**src/rtl/alu_arbiter.sv**
```systemverilog
// Round-robin arbiter sharing one combinational ALU between two valid/ready requesters.
// One operation in flight: operands are latched on accept, the result is latched one cycle later.
module alu_arbiter #(
    parameter int W    = 4,
    parameter int OC_W = 3
) (
    input  logic            clk,
    input  logic            rst_n,
    input  logic [1:0]      req_valid,
    output logic [1:0]      req_ready,
    input  logic [OC_W-1:0] req0_oc,
    input  logic [W-1:0]    req0_a,
    input  logic [W-1:0]    req0_b,
    input  logic [OC_W-1:0] req1_oc,
    input  logic [W-1:0]    req1_a,
    input  logic [W-1:0]    req1_b,
    output logic [1:0]      resp_valid,
    input  logic [1:0]      resp_ready,
    output logic [W-1:0]    resp_f,
    output logic [OC_W-1:0] alu_oc,
    output logic [W-1:0]    alu_a,
    output logic [W-1:0]    alu_b,
    input  logic [W-1:0]    alu_f,
    output logic            busy,
    output logic            owner
);

    typedef enum logic [1:0] {
        IDLE = 2'd0,
        EXEC = 2'd1,
        RESP = 2'd2
    } state_t;

    state_t          state_q, state_d;
    logic            last_grant_q, last_grant_d;
    logic            owner_q, owner_d;
    logic [OC_W-1:0] alu_oc_q, alu_oc_d;
    logic [W-1:0]    alu_a_q, alu_a_d;
    logic [W-1:0]    alu_b_q, alu_b_d;
    logic [W-1:0]    resp_f_q, resp_f_d;
    logic            grant_s;
    logic [1:0]      req_ready_s;
    logic [1:0]      resp_valid_s;

    // Grant: on contention the requester not served last wins; otherwise whoever is valid.
    always_comb begin
        if (req_valid == 2'b11) begin
            grant_s = ~last_grant_q;
        end else if (req_valid[0]) begin
            grant_s = 1'b0;
        end else begin
            grant_s = 1'b1;
        end
    end

    // Next-state, operand/result latching and handshake decode.
    always_comb begin
        state_d      = state_q;
        last_grant_d = last_grant_q;
        owner_d      = owner_q;
        alu_oc_d     = alu_oc_q;
        alu_a_d      = alu_a_q;
        alu_b_d      = alu_b_q;
        resp_f_d     = resp_f_q;
        req_ready_s  = 2'b00;
        resp_valid_s = 2'b00;
        case (state_q)
            IDLE: begin
                if (req_valid != 2'b00) begin
                    req_ready_s = grant_s ? 2'b10 : 2'b01;
                    owner_d     = grant_s;
                    alu_oc_d    = grant_s ? req1_oc : req0_oc;
                    alu_a_d     = grant_s ? req1_a  : req0_a;
                    alu_b_d     = grant_s ? req1_b  : req0_b;
                    state_d     = EXEC;
                end else begin
                    state_d = IDLE;
                end
            end
            EXEC: begin
                resp_f_d = alu_f;
                state_d  = RESP;
            end
            RESP: begin
                resp_valid_s[owner_q] = 1'b1;
                // Only the owner's resp_ready completes the response.
                if (resp_ready[owner_q]) begin
                    last_grant_d = owner_q;
                    state_d      = IDLE;
                end else begin
                    state_d = RESP;
                end
            end
            default: begin
                state_d = IDLE;
            end
        endcase
    end

    // State and datapath registers with synchronous active-low reset.
    always_ff @(posedge clk) begin
        if (!rst_n) begin
            state_q      <= IDLE;
            last_grant_q <= 1'b1;
            owner_q      <= 1'b0;
            alu_oc_q     <= {OC_W{1'b0}};
            alu_a_q      <= {W{1'b0}};
            alu_b_q      <= {W{1'b0}};
            resp_f_q     <= {W{1'b0}};
        end else begin
            state_q      <= state_d;
            last_grant_q <= last_grant_d;
            owner_q      <= owner_d;
            alu_oc_q     <= alu_oc_d;
            alu_a_q      <= alu_a_d;
            alu_b_q      <= alu_b_d;
            resp_f_q     <= resp_f_d;
        end
    end

    assign req_ready  = req_ready_s;
    assign resp_valid = resp_valid_s;
    assign resp_f     = resp_f_q;
    assign alu_oc     = alu_oc_q;
    assign alu_a      = alu_a_q;
    assign alu_b      = alu_b_q;
    assign busy       = (state_q != IDLE);
    assign owner      = owner_q;

endmodule

```
**config.mk**
```make
export PLATFORM = sky130hd
export DESIGN_NAME = alu_arbiter
export DESIGN_NICKNAME = d
export VERILOG_FILES = /design/src/rtl/alu_arbiter.sv
export SDC_FILE = /design/constraint.sdc
export NUM_CORES = 1
export LEC_CHECK = 0
export CAP_MARGIN = 0
export CORE_ASPECT_RATIO = 0.7
export CORE_MARGIN = 4
export CORE_UTILIZATION = 40
export CTS_CLUSTER_DIAMETER = 40
export DETAILED_ROUTE_END_ITERATION = 16
export PLACE_DENSITY = 0.83
export SLEW_MARGIN = 0
export SYNTH_ARGS = -nofsm -noshare
export SYNTH_HDL_FRONTEND = slang
export SYNTH_SLANG_ARGS = --single-unit
```
**constraint.sdc**
```tcl
create_clock -name clk -period 4.4 [get_ports clk]
set_input_delay 0.44 -clock clk [delete_from_list [all_inputs] [get_ports clk]]
set_output_delay 0.44 -clock clk [all_outputs]
set_load 0.02 [all_outputs]
```
==> run summary <==
Residual DRC - 0
Minimum clock period - 3060 ps
Core Box Area - 2220 um2
Clk_skew - 6.24 ps
Syn nets - 137
CTS tree - yes
Worst hold endpoint - resp_f[3]$_SDFFE_PN0N_
Worst R2R Start - state_q[1]$_SDFF_PN0_
Total GRT Usage - 17.6%
Iteration-0 DRC Markers - 63
Hold Violations, Final - 0
DP HPWL - 2.08 mm
Hold buffers post-CTS - 0
WL per Instance - 14.9 um
Post-synthesis cell type count - 22
Max_cap viols - 0
Clk sink count - 19
Die footprint - 3270 um2
Final period util - 69.5%
Final nets - 185
Post-Route WL - 2.74 mm
Layout Area Growth over Synthesis - 56.0%
Setup crit end kind - output pin
Post-synth top area cell - dfxtp_1
Largest net degree at the start of global routing - 26
Critical path launch point type - input port
Most instantiated cells after synthesis - dfxtp_1 (19), o21bai_1 (12), a21boi_0 (11), and3_1 (11), o311a_1 (11)
Worst-Margin Slew - 703 ps
Num ports - 53
Clock latency on the worst-skew pair - 300 ps
Critical path peak fanout - 25
Count of state elements after synthesis - 19
Worst hold path type - reg -> reg
Seq/Total Area, Yosys - 39.4%
Post-CTS Setup Inserts - 0
Post-Syn Area - 965 um2
Antenna Nets Post-Route - 0
Outcome - finished, final reports clean
Number of synthesized flops with an enable pin - 0
Fmax - 0.327 GHz
Routability Congestion - 0.770
Lkg Pwr - 0.645 nW
Max H-tree Level - 1
Setup Total Neg Slack - 0 ps
Share of layout cells above drive strength 1 - 3.29%
First-pass GRT wire length - 4.44 mm
Die Y-Extent - 49.1 um
Async SR Flop Fraction - 0%
Area share of the largest cell type after synthesis - 39.4%
Mean Syn Cell Area - 9.19 um2
CP arrival - 2620 ps
Root buffer cell - clkbuf_4
Synth warn - 0
Hold Crit Depth - 2
Worst r2r path cells - 3
Pre-Repair DR Iteration Count - 4
Reg-to-Reg End - alu_b[2]$_SDFFE_PN0P_
Post-route core utilization - 67.7%
Post-CTS sizing - 0
Clock tree buffer depth - 2
Vias per inst - 5.30
Antenna violations before repair - 0
Port Buf Inserts - 52
ANT cells - 0
Power per cell area - 302 nW/um2
Mapped Cells - 105
Final Max Tran Viols - 0
Overflow after GRT - 0
Crit Path Class - in -> out
Slew headroom - 53.2%
Clk pin slew, worst setup/hold paths - 100 ps
Final setup viols - 0
Post-synth top flop - dfxtp_1
Unrepaired setup endpoints after global routing - false
Routed vias - 975
Most common cell in the netlist - dfxtp_1
Vias in the first global route - 935
Width of the die - 66.7 um
Peak VDD IR - 0.195 mV
Initial core utilization - 43.4%
Setup slack, reg-to-reg - 2540 ps
Site row count - 14
Req. time, crit path - 3960 ps
Synth top area cells - dfxtp_1 (39%), o311a_1 (11%), o21bai_1 (9.3%), a21boi_0 (8.6%), and3_1 (7.1%)
Min-delay src - resp_f[3]$_SDFFE_PN0N_
CTS Buf Count - 3
-- layout by cell type (no fill, tap or decap), drive strengths merged, types with 2 or more instances in the layout --
cell | Yosys | routed
mux2i | 4 | 4
and3 | 11 | 11
a21boi | 11 | 11
nand2b | 4 | 4
a21oi | 2 | 2
o311a | 11 | 11
o21bai | 12 | 12
buf | 6 | 2
nor2 | 9 | 9
clkdlybuf4s50 | 0 | 52
nand2 | 2 | 2
clkbuf | 5 | 4
or2 | 2 | 2
dfxtp | 19 | 19
-- state kept, by name, indices dropped and copies added, names as in the netlist --
signal        cells
alu_a             4
state_q           2
resp_f            4
alu_oc            3
alu_b             4
last_grant_q      1
owner             1
-- kinds of logic (layout without fill, tap and decap cells) --
| family | Yosys count | after routing | share of synthesized area [%] |
|---|---|---|---|
| mux | 4 | 4 | 4.15 |
| flops | 19 | 19 | 39.4 |
| simple gates | 31 | 31 | 17.1 |
| compound gates | 39 | 39 | 32.6 |
| buf+inv | 12 | 59 | 6.74 |
-- power by group --
| group | internal (mW) | switching, mW | total (mW) |
|---|---|---|---|
| Combinational | 0.0902 | 0.0741 | 0.164 |
| Clock | 0.0353 | 0.0531 | 0.0884 |
| Sequential | 0.191 | 0.0111 | 0.202 |
-- metrics by stage --
| stage | total power, mW | hold slack, ps | cell area, um2 | setup slack [ps] | std cells |
|---|---|---|---|---|---|
| final | 0.454 | 508 | 1510 | 1340 | 184 |
| after global placement | 0.366 | 477 | 1480 | 1400 | 180 |
| after CTS | 0.458 | 512 | 1510 | 1350 | 184 |
| after floorplan | 0.296 | 485 | 965 | 2510 | 105 |
| after detailed placement | 0.370 | 487 | 1480 | 1340 | 180 |
| after global routing | 0.480 | 550 | 1510 | 1230 | 184 |
-- critical path, stage by stage --
cell and delay (ps):
clkdlybuf4s50_1 450, buf_4 230, nor2_1 70, buf_4 180, or2_1 410, a21oi_1 200
clkdlybuf4s50_1 630
-- layout make-up --
cell class	instances	area, um2
clock buffer	4	26.3
fill	197	719
inverter	1	3.75
multi-input combinational	74	519
sequential	19	380
tap	32	40.0
timing repair buffer	54	536
-- worst max path at each step --
stage	from	endpoint	slack, ps	cells after the start
3_3_place_gp	req_valid[0]	req_ready[1]	1400	7
6_report	req_valid[0]	req_ready[1]	1340	7
5_1_grt	req_valid[0]	req_ready[1]	1230	7
4_1_cts	req_valid[0]	req_ready[1]	1350	7
3_5_place_dp	req_valid[0]	req_ready[1]	1340	7
2_1_floorplan	state_q[1]$_SDFF_PN0_	req_ready[1]	2510	6
-- per-layer routing --
metal | vias to the layer above | global-route usage [%] | part of all wire, %
li1 | 482 | - | -
met1 | 458 | 23.8 | 45
met2 | 33 | 26.6 | 48
met3 | 2 | 6.91 | 6.3
met4 | 0 | 3.04 | 0.29
met5 | - | 0 | 0
Note: power is estimated with default switching activity, not from simulation.
